<file path="config.mk">
export PLATFORM = sky130hd
export DESIGN_NAME = uart_rx
export DESIGN_NICKNAME = d
export VERILOG_FILES = /design/src/rtl/uart_rx_pkg.sv /design/src/rtl/sync_2ff.sv /design/src/rtl/uart_rx.sv
export SDC_FILE = /design/constraint.sdc
export NUM_CORES = 1
export LEC_CHECK = 0
export ABC_AREA = 1
export BUFFER_PORTS_ARGS = -buffer_cell sky130_fd_sc_hd__buf_2
export CORE_ASPECT_RATIO = 1.2
export CORE_UTILIZATION = 53
export DETAILED_ROUTE_END_ITERATION = 6
export PLACE_DENSITY = 0.75
export SYNTH_ARGS = -nofsm -noshare
export SYNTH_HDL_FRONTEND = slang
export SYNTH_SLANG_ARGS = --single-unit
</file>
<file path="constraint.sdc">
create_clock -name i_Clk -period 1.4 [get_ports i_Clk]
set_input_delay 0.28 -clock i_Clk [delete_from_list [all_inputs] [get_ports i_Clk]]
set_output_delay 0.28 -clock i_Clk [all_outputs]
set_load 0.005 [all_outputs]
</file>
<file path="src/rtl/uart_rx_pkg.sv">
// -----------------------------------------------------------------------------
// uart_rx_pkg
// Shared UART definitions for the receive path: default baud divisor, frame
// data width, line idle level, the receiver state encoding, and a helper that
// derives the half-bit sample offset from the bit period.
// No ports (package).
// -----------------------------------------------------------------------------
package uart_rx_pkg;

    localparam int   DEFAULT_CLKS_PER_BIT = 217;
    localparam int   DATA_BITS            = 8;
    localparam logic LINE_IDLE            = 1'b1;

    // Receiver states. Values 5..7 are unused and recover to RX_WAIT_IDLE.
    typedef enum logic [2:0] {
        RX_WAIT_IDLE = 3'd0,
        RX_IDLE      = 3'd1,
        RX_START_BIT = 3'd2,
        RX_DATA_BITS = 3'd3,
        RX_STOP_BIT  = 3'd4
    } rx_state_e;

    // Cycles from the start-bit detection to the middle of the start bit.
    function automatic int half_bit(input int clks_per_bit);
        return (clks_per_bit - 1) / 2;
    endfunction

endpackage

</file>
<file path="src/rtl/sync_2ff.sv">
// -----------------------------------------------------------------------------
// sync_2ff
// Two-flop synchroniser for asynchronous inputs. Both stages reset to
// RST_VAL so the synchronised output presents a known level while in reset.
// Ports:
//   clk_i  : destination clock
//   rst_ni : asynchronous active-low reset
//   d_i    : asynchronous input bits
//   q_o    : synchronised output bits (two clock latency)
// -----------------------------------------------------------------------------
module sync_2ff #(
    parameter int   WIDTH   = 1,
    parameter logic RST_VAL = 1'b1
) (
    input  logic             clk_i,
    input  logic             rst_ni,
    input  logic [WIDTH-1:0] d_i,
    output logic [WIDTH-1:0] q_o
);

    logic [WIDTH-1:0] meta_q;
    logic [WIDTH-1:0] sync_q;

    // Each bit is synchronised independently; no multi-bit coherence implied.
    for (genvar gi = 0; gi < WIDTH; gi++) begin : g_bit
        always_ff @(posedge clk_i or negedge rst_ni) begin
            if (!rst_ni) begin
                meta_q[gi] <= RST_VAL;
                sync_q[gi] <= RST_VAL;
            end else begin
                meta_q[gi] <= d_i[gi];
                sync_q[gi] <= meta_q[gi];
            end
        end
    end

    assign q_o = sync_q;

endmodule

</file>
<file path="src/rtl/uart_rx.sv">
// -----------------------------------------------------------------------------
// uart_rx
// 8N1 UART receiver. Synchronises the RX pin, detects the start bit, samples
// each bit at its middle and presents the received byte with a one-cycle
// valid strobe. A bad (low) stop bit gives a one-cycle framing-error strobe
// and leaves the last good byte in place.
// Ports:
//   i_Clk          : system clock
//   i_Rst_L        : asynchronous active-low reset
//   i_RX_Serial    : raw asynchronous UART line, idle high
//   o_RX_Byte      : last correctly received byte
//   o_RX_DV        : one-cycle strobe, new byte on o_RX_Byte
//   o_RX_Frame_Err : one-cycle strobe, stop bit sampled low
//   o_RX_Busy      : high while a frame is being received
// CLKS_PER_BIT must be at least 4 and match the transmitter.
// -----------------------------------------------------------------------------
module uart_rx
    import uart_rx_pkg::*;
#(
    parameter int CLKS_PER_BIT = DEFAULT_CLKS_PER_BIT
) (
    input  logic       i_Clk,
    input  logic       i_Rst_L,
    input  logic       i_RX_Serial,
    output logic [7:0] o_RX_Byte,
    output logic       o_RX_DV,
    output logic       o_RX_Frame_Err,
    output logic       o_RX_Busy
);

    localparam int CNT_W = $clog2(CLKS_PER_BIT) + 1;
    localparam int IDX_W = $clog2(DATA_BITS);

    localparam logic [CNT_W-1:0] CNT_HALF = CNT_W'(half_bit(CLKS_PER_BIT));
    localparam logic [CNT_W-1:0] CNT_LAST = CNT_W'(CLKS_PER_BIT - 1);
    localparam logic [CNT_W-1:0] CNT_ONE  = CNT_W'(1);
    localparam logic [IDX_W-1:0] IDX_LAST = IDX_W'(DATA_BITS - 1);
    localparam logic [IDX_W-1:0] IDX_ONE  = IDX_W'(1);

    logic                 rx_sync;

    rx_state_e            state_q, state_d;
    logic [CNT_W-1:0]     cnt_q,   cnt_d;
    logic [IDX_W-1:0]     idx_q,   idx_d;
    logic [DATA_BITS-1:0] shift_q, shift_d;
    logic [DATA_BITS-1:0] byte_q,  byte_d;
    logic                 dv_q,    dv_d;
    logic                 fe_q,    fe_d;
    logic                 busy_q,  busy_d;

    // Synchroniser resets to the idle level so reset never looks like a
    // start bit.
    sync_2ff #(
        .WIDTH   (1),
        .RST_VAL (LINE_IDLE)
    ) u_sync (
        .clk_i  (i_Clk),
        .rst_ni (i_Rst_L),
        .d_i    (i_RX_Serial),
        .q_o    (rx_sync)
    );

    always_ff @(posedge i_Clk or negedge i_Rst_L) begin
        if (!i_Rst_L) begin
            state_q <= RX_WAIT_IDLE;
            cnt_q   <= '0;
            idx_q   <= '0;
            shift_q <= '0;
            byte_q  <= '0;
            dv_q    <= 1'b0;
            fe_q    <= 1'b0;
            busy_q  <= 1'b0;
        end else begin
            state_q <= state_d;
            cnt_q   <= cnt_d;
            idx_q   <= idx_d;
            shift_q <= shift_d;
            byte_q  <= byte_d;
            dv_q    <= dv_d;
            fe_q    <= fe_d;
            busy_q  <= busy_d;
        end
    end

    always_comb begin
        state_d = state_q;
        cnt_d   = cnt_q + CNT_ONE;
        idx_d   = idx_q;
        shift_d = shift_q;
        byte_d  = byte_q;
        dv_d    = 1'b0;
        fe_d    = 1'b0;
        busy_d  = busy_q;

        case (state_q)
            // Holds off after reset or a framing error until the line is
            // seen idle, so a stuck-low line cannot retrigger frames.
            RX_WAIT_IDLE: begin
                cnt_d  = '0;
                busy_d = 1'b0;
                if (rx_sync == LINE_IDLE) begin
                    state_d = RX_IDLE;
                end
            end

            RX_IDLE: begin
                cnt_d = '0;
                idx_d = '0;
                if (rx_sync != LINE_IDLE) begin
                    state_d = RX_START_BIT;
                    busy_d  = 1'b1;
                end
            end

            // Re-check the line at mid start bit to reject short glitches.
            RX_START_BIT: begin
                if (cnt_q == CNT_HALF) begin
                    cnt_d = '0;
                    if (rx_sync != LINE_IDLE) begin
                        state_d = RX_DATA_BITS;
                    end else begin
                        state_d = RX_IDLE;
                        busy_d  = 1'b0;
                    end
                end
            end

            // From mid start bit, every full bit period lands mid data bit.
            RX_DATA_BITS: begin
                if (cnt_q == CNT_LAST) begin
                    cnt_d          = '0;
                    shift_d[idx_q] = rx_sync;
                    if (idx_q == IDX_LAST) begin
                        state_d = RX_STOP_BIT;
                    end else begin
                        idx_d = idx_q + IDX_ONE;
                    end
                end
            end

            // Leaving here mid stop bit re-arms early enough to catch a
            // back-to-back start edge.
            RX_STOP_BIT: begin
                if (cnt_q == CNT_LAST) begin
                    cnt_d   = '0;
                    state_d = RX_WAIT_IDLE;
                    busy_d  = 1'b0;
                    if (rx_sync == LINE_IDLE) begin
                        byte_d = shift_q;
                        dv_d   = 1'b1;
                    end else begin
                        fe_d = 1'b1;
                    end
                end
            end

            default: begin
                state_d = RX_WAIT_IDLE;
                cnt_d   = '0;
                busy_d  = 1'b0;
            end
        endcase
    end

    assign o_RX_Byte      = byte_q;
    assign o_RX_DV        = dv_q;
    assign o_RX_Frame_Err = fe_q;
    assign o_RX_Busy      = busy_q;

endmodule

</file>
-- Word level (Yosys, flattened, before mapping)
Cells that the tools add are included.
- bits in registers: 36
- memory bits (read-only): 0
- latch bits: 0
- bits in writable memories: 0
- output and inout bits: 11
- bits of input ports: 3
- memories: 0
- bitwise logic cells: 1
- equal/unequal tests: 15
- reductions and logical operators: 9
- shifts and indexed selects: 0
- $lt $le $gt $ge: 2
- multiply operators: 0
- multiplexer cells: 28
- div/mod/pow operators: 0
- add/sub/neg operators: 2
- operator list (kind ; number):
    two-way mux 3 bit ; 8
    two-way mux 9 bit ; 2
    one-hot mux 9 bit (2 select lines) ; 1
    one-hot mux 3 bit (5 select lines) ; 1
    != test 2 bit (second input constant) ; 6
    two-way mux 1 bit ; 11
    adder 9 x 1 -> 9 bit (second input constant) ; 1
    equality test 9 x 7 -> 1 bit (second input constant) ; 1
    equality test 9 x 8 -> 1 bit (second input constant) ; 1
    bitwise mux 8 bit ; 1
    equality test 3 x 2 -> 1 bit (second input constant) ; 2
    equality test 3 bit (second input constant) ; 2
    one-hot mux 3 bit (2 select lines) ; 1
    AND reduction 3 bit ; 2
    AND reduction 6 bit ; 1
    AND reduction 5 bit ; 1
    < comparator 3 x 4 -> 1 bit (second input constant) ; 1
    != test 2 x 1 -> 1 bit (second input constant) ; 2
    one-hot mux 1 bit (4 select lines) ; 1
    adder 3 x 1 -> 3 bit (second input constant) ; 1
    demux 1 bit (select 3 bit) ; 1
    equality test 3 x 1 -> 1 bit (second input constant) ; 1
    greater-or-equal comparator 3 x 1 -> 1 bit (second input constant) ; 1
    logical NOT 3 bit ; 1
    6 further kinds ; 6

-- Depth between registers and ports, before layout
Gate-level depths: netlist (run 1).
- depth in word-level cells: 5
- gate-level depth with buffers: 10
- mapped depth without buffers: 10

-- By module
Synthesis (run 1) repeated with hierarchy kept, for this count alone.
- cells, all modules: 212
- area total of the unflattened synthesis: 1762.9 um^2
- by module, submodules not included (module ; instances ; cells each ; area each (um^2)):
    uart_rx ; 1 ; 210 ; 1710.4
    sync_2ff ; 1 ; 2 ; 52.6

-- Worst setup path before layout (run 1)
No wires, ideal clock.
- path type: register -> register
- start point: register cnt_q[0]
- end point: register cnt_q[6]
- data required time: 1.279 ns
- period minus slack after synthesis: 1.349 ns
- setup slack: 0.051 ns
- path buffers: 0
- cell stages (with the launch flop): 10
- arrival: 1.228 ns
- cell sequence: dfrtp_1 > inv_1 > ha_1 > nand2_1 > nor2_2 > nand2_4 > nand2_1 > nand2_1 > inv_2 > nor2_1
- word-level cells in the longest chain between the ends: 3
- RTL lines (item ; line ; RTL):
    start: declaration ; uart_rx.sv:43 ; logic [CNT_W-1:0] cnt_q, cnt_d;
    start signal: assignment ; uart_rx.sv:75 ; cnt_q <= cnt_d;
    adder 9 x 1 -> 9 bit (tied with other cells) ; uart_rx.sv:87 ; cnt_d = cnt_q + CNT_ONE;
    two-way mux 9 bit (on tied branches) ; uart_rx.sv:130, uart_rx.sv:144, uart_rx.sv:117 ;
    one-hot mux 9 bit (2 select lines) (*) ; uart_rx.sv:95 ; case (state_q)
    net cnt_d[6] ; uart_rx.sv:43 ;
The timed path passes the listed nets; every way through them passes the cells marked *.
A chain may end at the register's enable or synchronous reset.

-- Worst setup path after layout (run 1)
- start point: register cnt_q[0]
- end point: register state_q[1]
- word-level cells in the longest chain between the ends: 3
- RTL lines (item ; line ; RTL):
    equality test 9 x 8 -> 1 bit or equality test 9 x 7 -> 1 bit (tied branches) ; uart_rx.sv:130, uart_rx.sv:144, uart_rx.sv:117 ;
    != test 2 bit (no source line) ; -- ;
    AND reduction 6 bit (no source line) (*) ; -- ;
    end signal: assignment ; uart_rx.sv:74 ; state_q <= state_d;
    end: declaration ; uart_rx.sv:42 ; rx_state_e state_q, state_d;
Every way passes the cells marked *; elsewhere a longest branch is shown, timed or not.

==> summary.txt, run 1 <==
Floorplanning
  • Core Area: 3110 um^2
  • Die height: 65.29 um
  • Chip width: 54.74 um
  • FP Rows: 22
  • Initial Util: 56.88%
  • Die area: 3574 um^2
  • Total I/O pin count: 14

Synthesis
  • Dominant synthesized flop cell: dfrtp_1
  • YS warnings: 0
  • EDFF count, synth: 0
  • Async S/R FF share, synth: 100.0%
  • Synth top cells by count: nand2_1, dfrtp_1, nand3_1, nor2_1, inv_1
  • Synth area leaders: dfrtp_1, nand2_1, nand3_1
  • Synth top area share: 48.09%
  • Avg Inst Size Synth: 8.306 um^2
  • Count leader, synth: nand2_1
  • Post-synthesis sequential area ratio: 51.06%
  • Cells after Synth: 213
  • Mapped Area: 1769 um^2
  • Register bit count reported by yosys: 36
  • Leading area contributor after synthesis: dfrtp_1
  • Netlist cell types: 27
  • Syn_nets: 220

GRT
  • Met3 Use GR: 7.870%
  • Met2 usage: 36.90%
  • Largest net degree at the start of global routing: 21
  • Total GRT Usage: 24.85%
  • First-pass GRT wire length: 6.168 mm
  • Remaining Overflow, GRT: 0
  • Initial antenna violation count: 0
  • Most Crowded Layer GR: met2
  • Vias in the first global route: 1332
  • Met1 usage: 31.83%

Hold path
  • Hold Path Class: flop to flop

Drt
  • DR vias: 1510
  • Final ANT Viol Nets: 0
  • Vias per inst: 5.280
  • Post-Route WL: 3.747 mm
  • # DRC: 0
  • DRT Pass-1 Iters: 4
  • Initial DRC Count: 29
  • Routed len/inst: 13.10 um

Timing
  • RSZ-0062 raised after global routing: yes
  • Max_slew headroom: 72.15%
  • Slew Limit Fails: 0
  • Post-route setup slack: -0.04344 ns
  • Peak Freq: 692.8 MHz
  • Clock skew: 0.008862 ns
  • Fin crit period: 1.443 ns
  • Tcrit/Tclk final: 103.1%
  • Endpoints failing setup: 25
  • Tightest Pin Transition: 0.4177 ns
  • Final Hold Fails: 0

Clocking
  • Clock slew at reported path FFs: 0.11 ns
  • Clk_lat worst skew: 0.35 ns
  • Clock sinks: 36
  • H-Tree Depth: 2
  • CTS Buf Count: 5
  • TritonCTS clock tree: yes
  • Clock Tree Buf Depth: 2
  • Root buffer cell: clkbuf_4

Power and ir drop
  • VDD IR-drop max: 1.607 mV
  • Leakage Power: 1.141 nW
  • Pwr per Cell Area: 1459 nW/um^2

Worst setup path
  • WP data arrival: 1.73 ns
  • Crit-path max FO: 9
  • Worst Setup End Kind: flop
  • Worst Setup Start Kind: flop
  • Worst Setup Path Type: flop to flop
  • WP data required: 1.69 ns

Placement
  • Post-placement cell count: 269
  • DP HPWL: 2.251 mm
  • Port Buf Inserts: 13
  • GP Congestion: 0.8687

Finish
  • Finished Layout Cells: 286
  • Multi-input gate area: 863.3 um^2
  • Ant diodes: 0
  • Final #Nets: 256
  • Fraction of layout cells with a size suffix above 1: 28.40%
  • Final core utilization: 70.39%
  • Number of fill cells in the layout: 257
  • Storage element area: 905.9 um^2
  • Synthesis-to-layout area growth: 23.76%

Run
  • Max Cap Viol: 0

Outcome
  • Outcome: finished, violations left
  • Failing checks: negative setup slack
[critical path: stages (launching register included)]
cell and delay [ns]:
dfrtp_1 0.40, inv_1 0.06, ha_2 0.17, nand2_2 0.07
nor2_4 0.16, nand2_8 0.12, nand2_2 0.11, buf_4 0.13
nand4_1 0.09, nand2_1 0.08
[report_power, final]
| part | leakage [nW] | internal [W] | total, W | switching, W |
|---|---|---|---|---|
| registers | 0.487 | 0.00115 | 0.00126 | 0.000117 |
| logic | 0.613 | 0.000397 | 0.00119 | 0.000794 |
| clock network | 0.0412 | 0.000372 | 0.000738 | 0.000366 |
[through the flow]
stage / total power (W) / TNS, ns / hold slack [ns] / area [um^2] / worst slack, ns
after floorplan: 0.001935 / 0 / -0.01559 / 1769 / 0.05103
after global placement: 0.002205 / 0 / 0.2304 / 1942 / 0.01535
after detailed placement: 0.002221 / -0.2136 / 0.2407 / 1942 / -0.03444
after CTS: 0.003144 / -0.2835 / 0.0007096 / 2135 / -0.02581
after global routing: 0.003413 / -3.338 / 0.3654 / 2190 / -0.1595
final: 0.003194 / -0.6828 / 0.3638 / 2190 / -0.04344
[layout make-up]
class	instances	area share, %
sequential	36	41.37
multi-input combinational	154	39.43
timing repair buffer	26	8.229
inverter	24	4.686
tap	36	2.057
clock inverter	3	1.943
clock buffer	5	1.714
timing repair inverter	2	0.5714
[path summary, 6_finish.rpt]
kind	end	start	depth (start not counted)	slack, ns
max	state_q[1]	cnt_q[0]	9	-0.04
min	u_sync.q_o	u_sync.meta_q	0	0.36
max reg2reg	state_q[1]	cnt_q[0]	9	-0.04
min reg2reg	u_sync.q_o	u_sync.meta_q	0	0.36
max in group asynchronous	shift_q[6]	i_Rst_L	3	0.59
min in group asynchronous	cnt_q[4]	i_Rst_L	2	0.38
[logic make-up after synthesis]
logic type                 synth area share (%)
AOI/OAI and AO/OA                        0.8478
DFF                                       51.06
and+or+nand+nor                           36.21
adders and majority gates                 2.829
buffers and inverters                     6.576
xor gates and xnor gates                  2.476
[per-layer routing]
| metal | share of wire, % | vias up |
|---|---|---|
| met3 | 4.3 | 10 |
| met5 | 0 | - |
| met2 | 51 | 33 |
| met4 | 3.1 | 0 |
| met1 | 42 | 705 |
| li1 | - | 762 |
[cell usage in the layout (no fill, tap or decap), types with 3 or more instances in the layout]
cell type	instances
buf_2	13
buf_4	10
clkbuf_4	5
dfrtp_1	32
inv_1	17
inv_2	3
nand2_1	70
nand2_2	8
nand3_1	16
nand3_2	3
nand4_1	12
nor2_1	17
nor2_2	3
nor2_4	4
nor3_1	3
xor2_1	3
[timing repair]
| action | in CTS | in global routing |
|---|---|---|
| hold endpoints to repair | 14 | 1 |
| cloned | 5 | 1 |
| gates resized for setup | 14 | 10 |
| pin swaps | 7 | 5 |
| hold buffers | 1 | 1 |
| buffers inserted | 1 | 0 |
| endpoints found under the setup margin | 28 | 32 |
[sequential cells by signal (all words and copies together), names as in the netlist]
| register | flops |
|---|---|
| o_RX_DV | 1 |
| o_RX_Busy | 1 |
| shift_q | 8 |
| u_sync.meta_q | 1 |
| o_RX_Byte | 8 |
| cnt_q | 9 |
| state_q | 3 |
| idx_q | 3 |
| o_RX_Frame_Err | 1 |
| u_sync.q_o | 1 |
No activity file was read; power rests on OpenSTA's default activity.
==> run 2: changes to the inputs <==
--- a/config.mk
+++ b/config.mk
@@ -6,11 +6,12 @@
 export NUM_CORES = 1
 export LEC_CHECK = 0
 export ABC_AREA = 1
-export BUFFER_PORTS_ARGS = -buffer_cell sky130_fd_sc_hd__buf_2
 export CORE_ASPECT_RATIO = 1.2
-export CORE_UTILIZATION = 53
+export CORE_MARGIN = 2
+export CORE_UTILIZATION = 56
 export DETAILED_ROUTE_END_ITERATION = 6
-export PLACE_DENSITY = 0.75
+export DONT_BUFFER_PORTS = 1
+export PLACE_DENSITY = 0.74
 export SYNTH_ARGS = -nofsm -noshare
 export SYNTH_HDL_FRONTEND = slang
 export SYNTH_SLANG_ARGS = --single-unit
==> run 2 against run 1 <==
  * The flow now finishes without violations
  * Wire length fell by 5.1%
  * Sequential share of layout area is 2.3 points higher
  * Die area up 1.5%
  * Clock skew rose by 0.0010 ns
  * Fmax is 3.7% higher
  * Clock power decreased by 22%
==> summary.txt, run 2 (synthesis gave the netlist of run 1 again) <==
Drt
  • Vias per inst: 5.336 (was 5.280)
  • DRT Pass-1 Iters: 5 (was 4)
  • Routed len/inst: 13.27 um (was 13.10 um)
  • # DRC: 0 (unchanged)
  • DR vias: 1430 (was 1510)
  • Final ANT Viol Nets: 0 (unchanged)
  • Initial DRC Count: 63 (was 29)
  • Post-Route WL: 3.557 mm (was 3.747 mm)

Clocking
  • Clock sinks: 36 (unchanged)
  • CTS Buf Count: 5 (unchanged)
  • Clock slew at reported path FFs: 0.11 ns (about the same)
  • TritonCTS clock tree: yes (unchanged)
  • H-Tree Depth: 2 (unchanged)
  • Clock Tree Buf Depth: 2 (unchanged)
  • Root buffer cell: clkbuf_4 (unchanged)
  • Clk_lat worst skew: 0.35 ns (about the same)

Hold path
  • Worst hold stages: 0 (unchanged)
  • Worst Hold Launch: u_sync.meta_q (unchanged)
  • Hold path endpoint: u_sync.q_o (unchanged)
  • Hold Path Class: flop to flop (unchanged)

Timing
  • Clock skew: 0.009872 ns (was 0.008862 ns)
  • Peak Freq: 718.3 MHz (was 692.8 MHz)
  • Tcrit/Tclk final: 99.44% (was 103.1%)
  • Endpoints failing setup: 0 (was 25)
  • Post-route setup slack: 0.007795 ns (was -0.04344 ns)
  • Worst hold margin: 0.3625 ns (was 0.3638 ns)
  • Setup TNS: 0 ns (was -0.6828 ns)
  • Fin crit period: 1.392 ns (was 1.443 ns)
  • RSZ-0062 raised after global routing: yes (unchanged)
  • Slew Limit Fails: 0 (unchanged)
  • Final Hold Fails: 0 (unchanged)
  • Max_slew headroom: 78.48% (was 72.15%)
  • Tightest Pin Transition: 0.3203 ns (was 0.4177 ns)

GRT
  • Total GRT Usage: 22.67% (was 24.85%)
  • Initial antenna violation count: 0 (unchanged)
  • First-pass GRT wire length: 6.223 mm (was 6.168 mm)
  • Largest net degree at the start of global routing: 37 (was 21)
  • Vias in the first global route: 1414 (was 1332)
  • Remaining Overflow, GRT: 0 (unchanged)

Floorplanning
  • FP Rows: 22 (unchanged)
  • Chip width: 55.31 um (was 54.74 um)
  • Total I/O pin count: 14 (unchanged)
  • Initial Util: 58.43% (was 56.88%)
  • Die height: 65.57 um (was 65.29 um)
  • Core Area: 3028 um^2 (was 3110 um^2)
  • Die area: 3627 um^2 (was 3574 um^2)

Finish
  • Top reg by flops: cnt_q (unchanged)
  • Largest register FFs: 9 (unchanged)
  • Final #Nets: 238 (was 256)
  • Synthesis-to-layout area growth: 17.04% (was 23.76%)
  • Fraction of layout cells with a size suffix above 1: 26.29% (was 28.40%)
  • Final instance area: 2071 um^2 (was 2190 um^2)
  • Ant diodes: 0 (unchanged)
  • Most common cell after layout, fill and taps aside: nand2_1 (unchanged)
  • Most frequent cells in the layout: nand2_1, dfrtp_1, nand3_1 (was nand2_1, dfrtp_1, inv_1, nor2_1, nand3_1)

Worst setup path
  • Reg2Reg Setup Slack: 0.008 ns (was -0.04 ns)
  • Worst Setup Start Kind: flop (unchanged)
  • CP max stage cell: dfrtp_1 (unchanged)
  • Worst path most repeated cell: nand2_2 (unchanged)
  • Crit-path max FO: 7 (was 9)
  • RR Endpoint: o_RX_Byte[2] (was state_q[1])
  • Reg2reg path depth: 10 (was 9)
  • Worst Setup End Kind: flop (unchanged)
  • CP max stage delay: 0.39 ns (was 0.40 ns)
  • WP data arrival: 1.69 ns (was 1.73 ns)
  • Worst Setup Path Type: flop to flop (unchanged)
  • Worst R2R Start: cnt_q[0] (unchanged)
  • CP Cell Sequence: inv_1, ha_2, nand2_2, nor2_4, nand2_4, inv_4, nand3_4, clkinv_4, nand2_2, nand2_2 (was inv_1, ha_2, nand2_2, nor2_4, nand2_8, nand2_2, buf_4, nand4_1, nand2_1)
  • WP data required: 1.70 ns (was 1.69 ns)

Power and ir drop
  • P_int: 0.001761 W (was 0.001917 W)
  • Sw Ratio: 40.82% (was 39.99%)
  • Clk pwr share: 19.2% (was 23.1%)
  • Final Power: 0.002975 W (was 0.003194 W)
  • Leakage Power: 1.093 nW (was 1.141 nW)
  • Pwr per Cell Area: 1437 nW/um^2 (was 1459 nW/um^2)
  • Comb power frac: 38.4% (was 37.3%)
  • Register share of total power: 42.3% (was 39.6%)
  • P_sw: 0.001214 W (was 0.001277 W)
  • VDD IR-drop max: 0.8775 mV (was 1.607 mV)

Placement
  • Placed cell areas: 1842 um^2 (was 1942 um^2)
  • GP Congestion: 0.8912 (was 0.8687)
  • Port Buf Inserts: 0 (was 13)
  • Pre-CTS setup slack: -0.03591 ns (was -0.03444 ns)
  • DP HPWL: 2.310 mm (was 2.251 mm)

Run
  • Max Cap Viol: 0 (unchanged)

Outcome
  • Outcome: completed (was finished, violations left)
## run 2: per-stage QoR
| step | instances | utilization [%] |
|---|---|---|
| 5_1_grt | 268 | 68.39 |
| 3_5_place_dp | 253 | 60.83 |
| 4_1_cts | 268 | 66.82 |
| 6_report | 268 | 68.39 |
| 3_3_place_gp | 253 | 60.83 |
| 2_1_floorplan | 213 | - |
## run 2: timing repair
action | in CTS | in global routing
resized for setup | 16 | 17
setup buffers | 0 | 0
gates cloned | 4 | 0
hold buffers | 3 | 0
setup endpoints to repair | 23 | 31
pin swaps | 7 | 7
endpoints found under the hold margin | 37 | 0
## run 2: worst max-delay path by stage
stage              endpoint  startpoint
3_3_place_gp       cnt_q[7]    cnt_q[0]
4_1_cts          state_q[1]    cnt_q[1]
3_5_place_dp       cnt_q[8]    cnt_q[0]
5_1_grt        o_RX_Byte[5]    cnt_q[0]
2_1_floorplan      cnt_q[6]    cnt_q[0]
6_report       o_RX_Byte[2]    cnt_q[0]
## run 2: final cells by class
cell class                      instances  area (um^2)
Clock inverter                          2        10.01
Timing Repair inverter                  2        12.51
Clock buffer                            6        51.30
Timing Repair Buffer                   10        92.59
Fill cell                             241        957.2
Sequential cell                        36        904.6
Multi-Input combinational cell        152        854.6
Tap cell                               36        45.04
Inverter                               24        100.1
## run 2: worst max-delay path: cells and delay by family, from the launching register on
family | cells | cell delay, ns
fa+ha+maj | 1 | 0.16
buf+inv | 3 | 0.27
flops | 1 | 0.39
simple gates | 6 | 0.52
## run 2: power groups by stage
stage | sequential (W) | clock [W] | combinational [W]
after floorplan | 0.00125 | 0 | 0.000682
after global placement | 0.00126 | 0 | 0.000868
after detailed placement | 0.00127 | 0 | 0.000899
after CTS | 0.00125 | 0.000593 | 0.00104
after global routing | 0.00127 | 0.000640 | 0.00128
final | 0.00126 | 0.000572 | 0.00114
## run 2: per-layer routing
metal	global-route usage [%]	share of wire (%)	up-vias
met4	13.11	2.8	0
li1	-	-	715
met5	0	0	-
met2	40.03	52	49
met1	24.64	39	658
met3	5.709	5.8	8
